===== src/rtl/dsp_pkg.sv =====
// Shared constants for the DSP post-adder: X/Z mux encodings, opmode bit
// positions, default datapath width and a signed-overflow helper.
package dsp_pkg;

  localparam int DSP_WIDTH    = 48;
  localparam int M_WIDTH      = 36;
  localparam int OPMODE_WIDTH = 8;

  localparam logic [1:0] X_ZERO = 2'd0;
  localparam logic [1:0] X_M    = 2'd1;
  localparam logic [1:0] X_P    = 2'd2;
  localparam logic [1:0] X_DAB  = 2'd3;

  localparam logic [1:0] Z_ZERO = 2'd0;
  localparam logic [1:0] Z_PCIN = 2'd1;
  localparam logic [1:0] Z_P    = 2'd2;
  localparam logic [1:0] Z_C    = 2'd3;

  localparam int OPM_X_LSB   = 0;
  localparam int OPM_Z_LSB   = 2;
  localparam int OPM_SUB_BIT = 7;

  // Subtraction behaves like Z + ~X, so the X sign is effectively inverted.
  function automatic logic signed_ovf(input logic z_msb, input logic x_msb,
                                      input logic r_msb, input logic sub);
    logic x_eff;
    x_eff = sub ? ~x_msb : x_msb;
    return (z_msb == x_eff) && (r_msb != z_msb);
  endfunction

endpackage


===== src/rtl/dsp_reg_async.sv =====
// Enabled register with asynchronous active-low clear and a static bypass
// option that turns it into a wire.
module dsp_reg_async #(
  parameter int W      = 1,
  parameter bit BYPASS = 1'b0
) (
  input  logic         clk,
  input  logic         rst,
  input  logic         en,
  input  logic [W-1:0] d,
  output logic [W-1:0] q
);

  logic [W-1:0] q_r;

  always_ff @(posedge clk or negedge rst) begin
    if (!rst) begin
      q_r <= '0;
    end else if (en) begin
      q_r <= d;
    end
  end

  assign q = BYPASS ? d : q_r;

endmodule


===== src/rtl/dsp_post_adder.sv =====
// DSP48-style post-adder/subtractor with X/Z operand muxes and P feedback.
// Optional sticky signed-overflow flag under DSP_POST_ADDER_OVF_EN.
module dsp_post_adder
  import dsp_pkg::*;
#(
  parameter int PREG      = 1,
  parameter int OPMODEREG = 1,
  parameter int WIDTH     = DSP_WIDTH
) (
  input  logic                    clk,
  input  logic                    rst,
  input  logic [M_WIDTH-1:0]      m,
  input  logic [WIDTH-1:0]        dab,
  input  logic [WIDTH-1:0]        c,
  input  logic [WIDTH-1:0]        pcin,
  input  logic [OPMODE_WIDTH-1:0] opmode,
  input  logic                    carryin,
  input  logic                    ce_opmode,
  input  logic                    cep,
  input  logic                    in_valid,
`ifdef DSP_POST_ADDER_OVF_EN
  input  logic                    ovf_clr,
  output logic                    ovf,
`endif
  output logic [WIDTH-1:0]        p,
  output logic [WIDTH-1:0]        pcout,
  output logic                    carryout,
  output logic                    out_valid
);

  logic [OPMODE_WIDTH-1:0] opm;
  logic [WIDTH-1:0]        p_q;
  logic [WIDTH-1:0]        p_fb;
  logic                    co_q;
  logic [WIDTH-1:0]        x_val;
  logic [WIDTH-1:0]        z_val;
  logic [WIDTH:0]          sum_ext;
  logic                    sub;
  logic [2:0]              unused_opm_bits;

  dsp_reg_async #(.W(OPMODE_WIDTH), .BYPASS(OPMODEREG == 0)) u_opmode_reg (
    .clk (clk),
    .rst (rst),
    .en  (ce_opmode),
    .d   (opmode),
    .q   (opm)
  );

  assign sub             = opm[OPM_SUB_BIT];
  assign unused_opm_bits = opm[6:4];

  // Without a P register the feedback path is tied off to avoid a loop.
  assign p_fb = (PREG != 0) ? p_q : '0;

  always_comb begin
    x_val = '0;
    case (opm[OPM_X_LSB +: 2])
      X_ZERO:  x_val = '0;
      X_M:     x_val = {{(WIDTH-M_WIDTH){1'b0}}, m};
      X_P:     x_val = p_fb;
      X_DAB:   x_val = dab;
      default: x_val = '0;
    endcase
  end

  always_comb begin
    z_val = '0;
    case (opm[OPM_Z_LSB +: 2])
      Z_ZERO:  z_val = '0;
      Z_PCIN:  z_val = pcin;
      Z_P:     z_val = p_fb;
      Z_C:     z_val = c;
      default: z_val = '0;
    endcase
  end

  // Bit WIDTH is the carry on add and the borrow on subtract.
  always_comb begin
    sum_ext = '0;
    if (sub) begin
      sum_ext = {1'b0, z_val} - ({1'b0, x_val} + {{WIDTH{1'b0}}, carryin});
    end else begin
      sum_ext = {1'b0, z_val} + {1'b0, x_val} + {{WIDTH{1'b0}}, carryin};
    end
  end

  dsp_reg_async #(.W(WIDTH + 1), .BYPASS(PREG == 0)) u_p_reg (
    .clk (clk),
    .rst (rst),
    .en  (cep),
    .d   (sum_ext),
    .q   ({co_q, p_q})
  );

  dsp_reg_async #(.W(1), .BYPASS(PREG == 0)) u_valid_reg (
    .clk (clk),
    .rst (rst),
    .en  (cep),
    .d   (in_valid),
    .q   (out_valid)
  );

  assign p        = p_q;
  assign pcout    = p_q;
  assign carryout = co_q;

`ifdef DSP_POST_ADDER_OVF_EN
  logic p_load;
  logic ovf_set;
  logic ovf_q;

  assign p_load  = (PREG != 0) ? cep : 1'b1;
  assign ovf_set = p_load &
                   signed_ovf(z_val[WIDTH-1], x_val[WIDTH-1], sum_ext[WIDTH-1], sub);

  always_ff @(posedge clk or negedge rst) begin
    if (!rst) begin
      ovf_q <= 1'b0;
    end else if (ovf_set) begin
      ovf_q <= 1'b1;
    end else if (ovf_clr) begin
      ovf_q <= 1'b0;
    end
  end

  assign ovf = ovf_q;
`endif

endmodule


===== config.mk =====
export PLATFORM = sky130hd
export DESIGN_NAME = dsp_post_adder
export DESIGN_NICKNAME = d
export VERILOG_FILES = /design/src/rtl/dsp_pkg.sv /design/src/rtl/dsp_reg_async.sv /design/src/rtl/dsp_post_adder.sv
export SDC_FILE = /design/constraint.sdc
export NUM_CORES = 1
export LEC_CHECK = 0
export CAP_MARGIN = 30
export CORE_MARGIN = 1.5
export CORE_UTILIZATION = 45
export CTS_CLUSTER_SIZE = 14
export DETAILED_ROUTE_END_ITERATION = 7
export HOLD_SLACK_MARGIN = 0.1
export PLACE_DENSITY = 0.83
export SLEW_MARGIN = 10
export SYNTH_ARGS = -nofsm -noshare
export SYNTH_HDL_FRONTEND = slang
export SYNTH_SLANG_ARGS = --single-unit
export TNS_END_PERCENT = 10

===== constraint.sdc =====
create_clock -name clk -period 7.51 [get_ports clk]
set_input_delay 1.1265 -clock clk [delete_from_list [all_inputs] [get_ports clk]]
set_output_delay 1.1265 -clock clk [all_outputs]
set_load 0.05 [all_outputs]

==> results of run 1 <==
[state kept, by name, summed over array words and instances, names as in the netlist]
| signal | count |
|---|---|
| u_p_reg.q | 49 |
| u_opmode_reg.q | 5 |
| u_valid_reg.q | 1 |
[how the worst max path moves through the flow]
stage | from | end | slack (ps) | cells after the start
after floorplan | u_opmode_reg.q[3]$_DFFE_PN0P_ | u_p_reg.q[42]$_DFFE_PN0P_ | 3040 | 17
after global routing | pcin[1] | u_p_reg.q[41]$_DFFE_PN0P_ | 1600 | 16
final | pcin[1] | u_p_reg.q[37]$_DFFE_PN0P_ | 1680 | 16
after CTS | pcin[1] | u_p_reg.q[37]$_DFFE_PN0P_ | 1910 | 16
after detailed placement | pcin[1] | u_p_reg.q[37]$_DFFE_PN0P_ | 1580 | 16
after global placement | pcin[1] | u_p_reg.q[37]$_DFFE_PN0P_ | 1760 | 16
[metrics by stage]
step	hold WS [ps]	area, um^2	total power, mW
3_5_place_dp	515	13700	5.38
5_1_grt	560	13900	6.13
2_1_floorplan	794	10900	4.22
4_1_cts	533	13900	5.69
3_3_place_gp	511	13700	5.33
6_report	529	13900	5.73
[synthesized netlist by cell type (27+ instances only)]
| cell type | instances |
|---|---|
| inv_1 | 145 |
| ha_1 | 139 |
| a21oi_1 | 137 |
| mux2_2 | 93 |
| nor2_1 | 84 |
| nand2_1 | 81 |
| o21ai_0 | 72 |
| a22o_1 | 59 |
| xnor2_1 | 58 |
| dfrtp_1 | 55 |
| buf_4 | 48 |
| clkbuf_1 | 46 |
| a21o_1 | 43 |
| a22oi_1 | 27 |
[area by class of cell]
| class | count | area (um^2) |
|---|---|---|
| inverters | 147 | 552 |
| clock inverters | 3 | 28.8 |
| clock buffers | 5 | 125 |
| well taps | 319 | 399 |
| multi-input cells | 1096 | 8420 |
| fillers | 2189 | 9810 |
| repair buffers | 300 | 2960 |
| flip-flops and latches | 55 | 1380 |
[worst max-delay path: stages]
cell,delay [ps]
clkdlybuf4s50_1,410
mux2_4,290
nand2_1,80
o21a_1,230
inv_1,70
ha_1,280
nor2b_1,180
o2111ai_1,160
a211oi_1,510
o21ai_0,450
a311oi_1,820
nor2_1,140
o31ai_1,690
xnor2_1,200
mux2i_1,90
mux2_2,290
[metal layers]
metal / GRT usage / wire length, um / up-vias
li1: - / - / 5416
met3: 0.0374 / 2650 / 76
met2: 0.513 / 17800 / 562
met4: 0.0888 / 1030 / 0
met5: 0 / 0 / -
met1: 0.380 / 16300 / 5432
[power by group through the flow]
stage	clock network [mW]	logic, mW	registers (mW)
final	0.280	4.79	0.659
after global routing	0.291	5.16	0.684
after CTS	0.283	4.75	0.659
after detailed placement	0	4.72	0.662
after global placement	0	4.68	0.656
after floorplan	0	3.19	1.03
[cell families (layout without fill, tap and decap cells)]
logic type | after synthesis | count (layout) | share of synthesized area
fa+ha+maj | 143 | 143 | 0.166
compound gates | 468 | 468 | 0.294
buf+inv | 257 | 455 | 0.105
simple gates | 293 | 293 | 0.131
mux | 113 | 113 | 0.115
xor+xnor | 79 | 79 | 0.0633
flops | 55 | 55 | 0.126
==> summary.md, run 1 <==
| Metric | Value |
|---|---|
| Starting DRT DRC Count | 787 |
| CTS Sinks | 55 |
| Per-cell routed wire length | 19.6 um |
| Via/cell ratio | 5.97 |
| Number of flops mapped to enable cells by yosys | 0 |
| Post-route minimum period | 5830 ps |
| Avg Cell Area, Syn | about 7.8 um^2 |
| Core region area | 23700 um^2 |
| Hold path depth | 1 |
| Kind of critical path | input pin to flop |
| Critical Path RT | ~7700 ps |
| Initial DRT Pass Iterations | 5 |
| Synth top area share | 0.159 |
| # rows | 56 |
| DRC Markers | 0 |
| Number of hold buffers added after CTS | 0 |
| Area growth, synth to finish | 26.9% |
| Tcrit/Tclk final | 0.776 |
| Cell Area, Synth | 10900 um^2 |
| CTS max path bufs | 2 |
| Pwr dens | 413 nW/um^2 |
| Post-CTS setup buffer count | 0 |
| Arr. time, crit path | approximately 6000 ps |
| Yosys top cell by area | ha_1 |
| Sequential share of the synthesized area | 0.126 |
| H-Tree Depth | 2 |
| Vias in the first global route | 11400 |
| Final setup margin | 1680 ps |
| Reg-to-Reg End | u_p_reg.q[37]$_DFFE_PN0P_ |
| Clk_lat worst skew | 330 ps |
| RR Startpoint | u_opmode_reg.q[3]$_DFFE_PN0P_ |
| Grt ovf | 0 |
| Switching share of power | 0.579 |
| RSZ-0062 raised after global routing | false |
| Root Driver | clkbuf_16 |
| Post-DP HPWL | roughly 29 mm |
| Setup TNS | 0 ps |
| Global-route wire length before repair | roughly 61 mm |
| Ys async rst share | 1.00 |
| Placed cell count | 1917 |
| Worst-path fanout max | 4 |
| Min-delay src | u_valid_reg.q$_DFFE_PN0P_ |
| Status | complete, no violations |
| Mapped Nets | 1745 |
| CTS tree | done |
| Cts bufs inserted | 5 |
| Nets | 1942 |
| Setup crit end kind | flop |
| Final setup fails | 0 |
| Fin util | 0.586 |
| Predominant post-synthesis flop cell | dfrtp_1 |
| Yosys cell types | 82 |
| Reg2Reg Depth | 13 |
| Top post-synthesis cells by area | ha_1 (16%), dfrtp_1 (13%), mux2_2 (9.6%) |
| Yosys warning count | 0 |
| Max Clk Rate | 172 MHz |
| Sequential power share | 0.115 |
| Most frequent cells in the layout | clkdlybuf4s50_1 (286), inv_1 (145), ha_1 (139) |
| Max-Cap Viols | 0 |
| Peak supply drop | roughly 0.29 mV |
| Initial core utilization | 0.462 |
| GPL Wtd Cong | 0.960 |
| Startpoint Class | input pin |
| Post-Route WL | 37.8 mm |
| Final worst clock skew | between 15 and 20 ps |
| Worst hold path class | flop to flop |
| Routed Antenna Nets | 0 |
| DP Worst Slack | about 1600 ps |
| Worst Tran Pin Value | about 950 ps |
| Pin count of the biggest net entering global routing | 61 |
| GR Util All Layers | 0.295 |
| Die Width | approximately 160 um |
| Initial antenna violation count | 0 |
| Syn Inst Count | 1408 |
| Die extent in y | 159 um |
| Die ar. | about 25000 um^2 |
| Clock Pin Slew Worst Setup and Hold Paths | 100 ps |
| IO buf count | 288 |
| P_int | around 2.4 mW |
| Clock share of power | 0.049 |
| Ant diodes | 0 |
| Post-CTS Resized | 0 |
| P_leak | 6.20 nW |
| I/O pins | between 200 and 300 |
| Final hold vios | 0 |
| Worst Hold End | u_valid_reg.q$_DFFE_PN0P_ |
| Most common cell after layout, fill and taps aside | clkdlybuf4s50_1 |
| Via Count | 11500 |
| R2R setup slack | around 1800 ps |
| Switching power | 3.31 mW |
| Yosys reg bits | 55 |
| Final Instance Count excl. Fillers | 1925 |
| Max transition margin | 0.366 |
| Comb power frac | 0.836 |
| Share of cells above drive strength 1 | 0.0922 |
| Slew Viols, Final | 0 |
No activity file was read; power rests on OpenSTA's default activity.
==> run 2: changes to the inputs <==
==> constraint.sdc (replaced) <==
create_clock -name clk -period 5.6 [get_ports clk]
set_input_delay 0.84 -clock clk [delete_from_list [all_inputs] [get_ports clk]]
set_output_delay 0.84 -clock clk [all_outputs]
set_load 0.05 [all_outputs]
==> run 2 against run 1 <==
Compared with the run above:
- cell area is 0.56% higher
- sequential cell count stayed put
- register-to-register slack got worse by 1300 ps
- combinational power rose by 35%
- setup slack worse by 1200 ps
- count of clock-buffer cells in the layout is the same
- critical path depth is 1 lower
- die area unchanged
- largest power group unchanged
- first-iteration DRC count is 20% higher
- final cell count up 0.36%
==> summary.md, run 2 (same netlist as run 1, synthesis figures left out) <==
| Metric | Value |
|---|---|
| Status | complete, no violations |
| DP Area | 13800 um^2 |
| Critical path depth in cells | 15 |
| Post-DP HPWL | a little under 30 mm |
| Pwr dens | 555 nW/um^2 |
| Post-Route WL | approximately 38 mm |
| Placed cell count | between 1500 and 2000 |
| Post-route minimum period | 5140 ps |
| Met3 Use GR | 0.0408 |
| Switching share of power | 0.580 |
| Cts bufs inserted | 5 |
| Area growth, synth to finish | 27.6% |
| Most frequent cells in the layout | clkdlybuf4s50_1 (286), inv_1 (145), ha_1 (139) |
| Most frequent CP cell | fa_1 |
| Met2 Use GR | 0.519 |
| Vias in the first global route | 11400 |
| Post-CTS setup buffer count | 0 |
| Minimum hold slack | 527 ps |
| Final setup fails | 0 |
| H-Tree Depth | 2 |
| Final setup margin | 462 ps |
| Bufs and invs on worst path | 1 |
| Number of hold buffers added after CTS | 0 |
| Reg2Reg Depth | 15 |
| Die extent in y | about 160 um |
| Hold path depth | 1 |
| P_int | around 3.3 mW |
| Worst Tran Pin Value | between 900 and 1000 ps |
| Setup TNS | 0 ps |
| DRC Markers | 0 |
| Core region area | between 20000 and 25000 um^2 |
| Post-CTS Resized | 0 |
| Largest stage delay, worst path | 680 ps |
| Via Count | 11600 |
| Per-cell routed wire length | 19.8 um |
| Final worst clock skew | 12.2 ps |
| Routed Antenna Nets | 0 |
| Clock share of power | 0.049 |
| Grt ovf | 0 |
| Clk_lat worst skew | between 300 and 400 ps |
| Final hold vios | 0 |
| Nets | 1949 |
| Die ar. | 25200 um^2 |
| Final Instance Count excl. Fillers | 1932 |
| Starting DRT DRC Count | 942 |
| GPL Wtd Cong | 0.963 |
| GR Util All Layers | 0.296 |
| Fin util | 0.589 |
| Max Clk Rate | slightly below 200 MHz |
| DP Worst Slack | 400 ps |
| I/O pins | a little under 300 |
| Sequential power share | 0.115 |
| Fin area | ~14000 um^2 |
| RSZ-0062 raised after global routing | false |
| IO buf count | 288 |
| Root Driver | clkbuf_16 |
| CP Cell Sequence | nor2b_4, buf_4, a22oi_1, fa_1, fa_1, and3b_1, o311ai_2, a21oi_1, a2111o_1, o31ai_4, o31ai_1, a21o_1, a21boi_1, xnor2_1, a311o_1 |
| Peak supply drop | 0.408 mV |
| Share of cells above drive strength 1 | 0.0961 |
| Clock Pin Slew Worst Setup and Hold Paths | roughly 100 ps |
| P_leak | between 6 and 7 nW |
| Pin count of the biggest net entering global routing | 77 |
| Met1 Use GR | 0.378 |
| Worst hold path class | flop to flop |
| Setup crit end kind | flop |
| Worst-path fanout max | 17 |
| Switching power | 4.49 mW |
| # rows | between 50 and 60 |
| Global-route wire length before repair | 60.9 mm |
| Max FFs per register | 49 |
| Via/cell ratio | 5.98 |
| Initial core utilization | 0.462 |
| CTS tree | done |
| Initial antenna violation count | 0 |
| Max-Cap Viols | 0 |
| Tcrit/Tclk final | 0.917 |
| Initial DRT Pass Iterations | 6 |
| Worst path top cell family by delay | compound AO/OA/AOI/OAI gates |
| Startpoint Class | flop |
| Ant diodes | 0 |
| CP max-delay cell | dfrtp_2 |
| Slew Viols, Final | 0 |
| Most common cell after layout, fill and taps aside | clkdlybuf4s50_1 |
| Max transition margin | 0.356 |
| CTS max path bufs | 2 |
| Arr. time, crit path | 5360 ps |
| Critical Path RT | just under 6000 ps |
| Comb power frac | 0.836 |
| Kind of critical path | flop to flop |
| Die Width | around 160 um |
| GR peak layer | met2 |
| Total Power | 7.74 mW |
| CTS Sinks | 55 |
## run 2: cell type report
| type | count | area, um^2 |
|---|---|---|
| fill | 2152 | 9740 |
| multi-input combinational | 1096 | 8420 |
| timing repair buffer | 307 | 3040 |
| sequential | 55 | 1380 |
| inverter | 147 | 552 |
| tap | 319 | 399 |
| clock buffer | 5 | 125 |
| clock inverter | 3 | 28.8 |
## run 2: power by group through the flow
stage          registers, mW  logic [mW]  clock network (mW)
2_1_floorplan           1.39        4.28                   0
3_3_place_gp           0.878        6.29                   0
3_5_place_dp           0.889        6.35                   0
4_1_cts                0.885        6.40               0.380
5_1_grt                0.921        6.94               0.396
6_report               0.888        6.47               0.379
## run 2: layer usage
layer	vias to the layer above	routed length, um
li1	5429	-
met1	5472	16100
met2	585	18400
met3	68	2880
met4	0	858
met5	-	0
## run 2: worst paths after layout
kind                                                from                       endpoint  slack [ps]
setup reg to reg           u_opmode_reg.q[3]$_DFFE_PN0P_      u_p_reg.q[42]$_DFFE_PN0P_         460
setup / recovery           u_opmode_reg.q[3]$_DFFE_PN0P_      u_p_reg.q[42]$_DFFE_PN0P_         460
max in group asynchronous                            rst  u_opmode_reg.q[7]$_DFFE_PN0P_        4330
hold / removal                 u_valid_reg.q$_DFFE_PN0P_      u_valid_reg.q$_DFFE_PN0P_         530
hold reg to reg                u_valid_reg.q$_DFFE_PN0P_      u_valid_reg.q$_DFFE_PN0P_         530
min in group asynchronous                            rst  u_opmode_reg.q[0]$_DFFE_PN0P_         680
## run 2: worst register-to-register path: stages, from the launching register on
cell      delay, ps
dfrtp_2         680
nor2b_4         270
buf_4           280
a22oi_1         210
fa_1            490
fa_1            450
and3b_1         260
o311ai_2        100
a21oi_1         320
a2111o_1        360
o31ai_4         110
o31ai_1         580
a21o_1          310
a21boi_1        110
xnor2_1         160
a311o_1         350
==> edit 1 (flow settings as in run 1) <==
Set the package constant `DSP_WIDTH` to 72 (it was 48).
--- a/src/rtl/dsp_pkg.sv
+++ b/src/rtl/dsp_pkg.sv
@@ -2,7 +2,7 @@
 // positions, default datapath width and a signed-overflow helper.
 package dsp_pkg;
 
-  localparam int DSP_WIDTH    = 48;
+  localparam int DSP_WIDTH    = 72;
   localparam int M_WIDTH      = 36;
   localparam int OPMODE_WIDTH = 8;
 
Ports: changed (5 resized); port bits go from 292 to 412. No check against the original RTL was run, so the function may have changed too.
==> edit 1 against run 1 <==
  * Total power is 61% higher
  * Final cell count rose by 59%
  * Worst setup slack lost 380 ps
  * Synthesized area up 56%
  * Largest cell class unchanged
  * Cell area increased by 53%
  * Clock skew shrank 5.7 ps
  * Critical path depth grew 1
  * Register-to-register slack worse by 470 ps
  * Die area is 55% higher
  * Clock power is 75% higher
  * Sequential cell count is 24 higher
  * Fmax fell by 6.1%
  * Wire length increased by 65%
==> edit 1: results (changes against run 1) <==
| Metric | Value |
|---|---|
| Area of the multi-input gates | `13,300 um^2 (+58%)` |
| First-pass GRT wire length | `96,300 um (+58%)` |
| Outcome | `complete, no violations` |
| Int Pwr | `0.00376 W (+56%)` |
| CP Max Fanout | `38 (+34)` |
| Final net count | `3,017 (+55%)` |
| Cts bufs inserted | `9 (+4)` |
| Maximum vdd drop | `0.314 mV (+9.2%)` |
| GP Congestion | `1.00 (+4.3%)` |
| Gr usage total | `0.311 (+0.0158)` |
| Leak | `9.32 nW (+50%)` |
| Crit path DAT | `6470 ps (+430 ps)` |
| Largest net degree at the start of global routing | `81 (+33%)` |
| Worst skew pair latency | `380 ps (+50 ps)` |
| DR pass1 iterations | `6 (+1)` |
| CTS HTree Levels | `3 (+1)` |
| Mux cell area share after synthesis | `0.108 (-0.00620)` |
| Placed inst area | `21,000 um^2 (+53%)` |
| M1 GR Usage | `0.388 (+0.00808)` |
| Initial antenna violation count | `1 (+1)` |
| HPWL after detailed placement | `50,000 um (+70%)` |
| Layout cell share with drive strength beyond 1 | `0.0716 (-0.0205)` |
| Total wire length | `62,400 um (+65%)` |
| Synth Area in XOR/XNOR | `0.0677 (+0.00441)` |
| Compound-cell area share of the yosys netlist | `0.289 (-0.00420)` |
| Clk_skew | `10.0 ps (-5.70 ps)` |
| Worst Max-Slew Pin Slew | `1000 ps (+58.1 ps)` |
==> edit 1: logic make-up (layout without fill, tap and decap cells) <==
group / count (synthesis) / in the layout
mux: 170 / 170
compound gates: 744 / 744
simple gates: 542 / 542
flops: 79 / 79
buf+inv: 410 / 659
xor+xnor: 132 / 132
fa+ha+maj: 215 / 215
==> edit 1: critical path, stage by stage (launching register included) <==
cell and delay (ps):
dfrtp_4 540, buf_4 480, mux2i_1 460, nand2b_1 160, o21a_1 180, inv_1 90
ha_1 290, nor2b_1 140, o31a_1 280, a41o_1 320, a211oi_1 710, o21ai_1 280
o21ai_1 580, o21ai_1 390, nand2b_1 340, a41oi_1 350, xnor2_1 130, a221o_1 340
==> edit 1: per-layer routing <==
layer,routed length (um),vias up
met2,29500,783
met1,26500,8600
met5,0,-
li1,-,8601
met3,4370,111
met4,1990,0
==> edit 1: path summary, 6_finish.rpt <==
check,endpoint,depth (start not counted),slack [ps]
max reg2reg,u_p_reg.q[71],17,1310
max,u_p_reg.q[71],17,1310
max in group asynchronous,u_opmode_reg.q[0],2,5550
min,u_valid_reg.q,1,510
min reg2reg,u_valid_reg.q,1,510
min in group asynchronous,u_p_reg.q[23],1,680
==> edit 1: area by class of cell <==
| type | instances | share of cell area |
|---|---|---|
| inverter | 220 | 0.0388 |
| sequential | 79 | 0.0935 |
| multi-input combinational | 1803 | 0.626 |
| clock inverter | 4 | 0.00212 |
| tap | 511 | 0.0301 |
| timing repair buffer | 423 | 0.198 |
| clock buffer | 12 | 0.0116 |
==> edit 1: power by group through the flow <==
stage	clock (W)	sequential (W)	combinational, W
2_1_floorplan	0	0.00152	0.00506
3_3_place_gp	0	0.000971	0.00753
3_5_place_dp	0	0.000983	0.00760
4_1_cts	0.000494	0.000978	0.00764
5_1_grt	0.000508	0.00101	0.00829
6_report	0.000489	0.000984	0.00772
==> edit 1: metrics by stage <==
stage / worst slack [ps] / instances / total power (W)
after global placement: 1310 / 3035 / 0.00850
after detailed placement: 1220 / 3036 / 0.00858
after CTS: 1540 / 3052 / 0.00911
after global routing: 1220 / 3052 / 0.00981
after floorplan: 2660 / 2292 / 0.00659
final: 1310 / 3052 / 0.00920
==> edit 2 (settings of run 1) <==
Made on the original files. Register the input `opmode` before use, without a reset. The logic sees it one clock later. The other inputs are not delayed to match.
--- a/src/rtl/dsp_post_adder.sv
+++ b/src/rtl/dsp_post_adder.sv
@@ -28,6 +28,12 @@
   output logic                    out_valid
 );
 
+  logic [OPMODE_WIDTH-1:0] opmode_q;
+
+  always_ff @(posedge clk) begin
+    opmode_q <= opmode;
+  end
+
   logic [OPMODE_WIDTH-1:0] opm;
   logic [WIDTH-1:0]        p_q;
   logic [WIDTH-1:0]        p_fb;
@@ -42,7 +48,7 @@
     .clk (clk),
     .rst (rst),
     .en  (ce_opmode),
-    .d   (opmode),
+    .d   (opmode_q),
     .q   (opm)
   );
 
Check against the original RTL: not equivalent (Yosys sat finds a counterexample within 4 cycles, from zero or initial values and one cycle with rst low).
==> edit 2 against run 1 <==
  * Synthesized area increased by 1.7%
  * Worst hold slack worse by 62 ps
  * Sequential cell count increased by 5
  * Total power increased by 6.3%
  * Wire length grew 0.32%
  * Critical path type is now flop to flop
  * Register-to-register slack worse by 30 ps
  * Worst setup slack improved by 63 ps
  * Non-clock buffer count did not move
  * Utilization fell by 0.14 points
  * Cell area grew 2.1%
  * Combinational power grew 3%
  * Die area is 1.6% higher
==> edit 2: results (changes against run 1) <==
| Metric | Value |
|---|---|
| Reg clk slew, reported paths | `60 ps (-40 ps)` |
| Main flop type after synthesis | `dfrtp_1` |
| Hold crit path type | `flop to flop` |
| Placed inst area | `13,900 um^2 (+1.0%)` |
| Top post-synthesis cells by count | `inv_1, a21oi_1, ha_1` |
| Layout cell share with drive strength beyond 1 | `0.0877 (-0.00444)` |
| Largest net degree at the start of global routing | `77 (+26%)` |
| Finished Layout Cells | `1,977 (+2.7%)` |
| # diodes | `0 (unchanged)` |
| Worst slack, placed | `1740 ps (+156 ps)` |
| Synth Area in XOR/XNOR | `0.0646 (+0.00132)` |
| Seq pwr | `0.000687 W (+4.2%)` |
| Mux cell area share after synthesis | `0.111 (-0.00346)` |
| Max FFs per register | `49 (unchanged)` |
| PortBufs | `288 (unchanged)` |
| Gr usage total | `0.288 (-0.00749)` |
| Cts bufs inserted | `9 (+4)` |
| First-pass GRT wire length | `59,500 um (-2.3%)` |
| CP Max Fanout | `30 (+26)` |
| Initial DRC Count | `940 (+19%)` |
| GP Congestion | `0.976 (+1.6%)` |
| Synth Area in Adders | `0.164 (-0.00274)` |
| Leak | `6.30 nW (+1.7%)` |
| Compound-cell area share of the yosys netlist | `0.285 (-0.00843)` |
| Clk Tree Root Cell | `clkbuf_16` |
| CTS HTree Levels | `3 (+1)` |
| Post-CTS resize count | `0 (unchanged)` |
| Worst skew pair latency | `360 ps (+30 ps)` |
| Register area share after synthesis | `0.133 (+0.00694)` |
| Final net count | `1,985 (+2.2%)` |
| Cells after synthesis | `1,459 (+3.6%)` |
| Power Dens Cells | `430 nW/um^2 (+4.1%)` |
| Vias in the first global route | `11,300 (-1.0%)` |
| WL/cell | `19.2 um (-2.3%)` |
| Switching part of the total | `0.573 (-0.00576)` |
| HPWL after detailed placement | `29,500 um (+0.54%)` |
| Warnings, synthesis | `0 (unchanged)` |
| Crit path DAT | `5960 ps (-80 ps)` |
| Setup bufs post-CTS | `0 (unchanged)` |
| Clock buffer depth | `2 (unchanged)` |
| Dominant cells by area after synthesis | `ha_1, dfrtp_1, mux2_2` |
| Hold path cells | `1 (unchanged)` |
| DR pass1 iterations | `5 (unchanged)` |
| Worst Max-Slew Pin Slew | `944 ps (-1.92 ps)` |
| Number of unique standard cell types used by synthesis | `73 (-11%)` |
| Maximum vdd drop | `0.245 mV (-15%)` |
| Worst r2r path cells | `14 (+1)` |
| Clock net power | `0.000459 W (+64%)` |
| Clk_skew | `11.1 ps (-4.60 ps)` |
| Post-Syn Nets | `1,796 (+2.9%)` |
| Outcome | `complete, no violations` |
| Initial antenna violation count | `0 (unchanged)` |
| Via-to-Cell Ratio | `5.93 (-0.60%)` |
| Async S/R FF share, synth | `0.917 (-0.0833)` |
-- edit 2: changes by cell type after synthesis, moves of 5 or more --
cell and delta:
clkbuf_1 +14, nor2_1 +29, dfxtp_1 +5, nand3_1 +13, a211o_1 +6
-- edit 2: critical path: stages (launching register included) --
cell and delay, ps:
dfrtp_2 870, nor2b_4 530, buf_4 430, a22o_1 250
ha_1 260, o21a_1 140, o31ai_1 110, a2111oi_0 840
o21ai_0 310, a211oi_1 560, nor2_1 210, o22ai_1 410
a31oi_1 190, o21ai_0 310, o221ai_1 170
-- edit 2: per-layer routing --
layer / part of all wire / wire length, um / vias to the layer above / track usage
li1: - / - / 5562 / -
met1: 0.44 / 16600 / 5510 / 0.386
met2: 0.46 / 17600 / 587 / 0.486
met3: 0.078 / 2940 / 66 / 0.0330
met4: 0.022 / 837 / 0 / 0.0820
met5: 0 / 0 / - / 0
-- edit 2: final timing paths --
check                                  startpoint           endpoint  slack [ps]
worst max-delay path            u_opmode_reg.q[1]      u_p_reg.q[45]        1750
worst min-delay path                  opmode_q[0]  u_opmode_reg.q[0]         470
worst max register to register  u_opmode_reg.q[1]      u_p_reg.q[45]        1750
worst min register to register        opmode_q[0]  u_opmode_reg.q[0]         470
max in group asynchronous                     rst  u_opmode_reg.q[1]        5980
min in group asynchronous                     rst      u_p_reg.q[11]         930
-- edit 2: layout make-up --
type,count,area [um^2]
Clock buffer,9,225
Inverter,141,529
Clock inverter,7,81.3
Multi-Input combinational cell,1136,8480
Tap cell,324,405
Sequential cell,60,1480
Timing Repair Buffer,300,2960
Fill cell,2192,10100
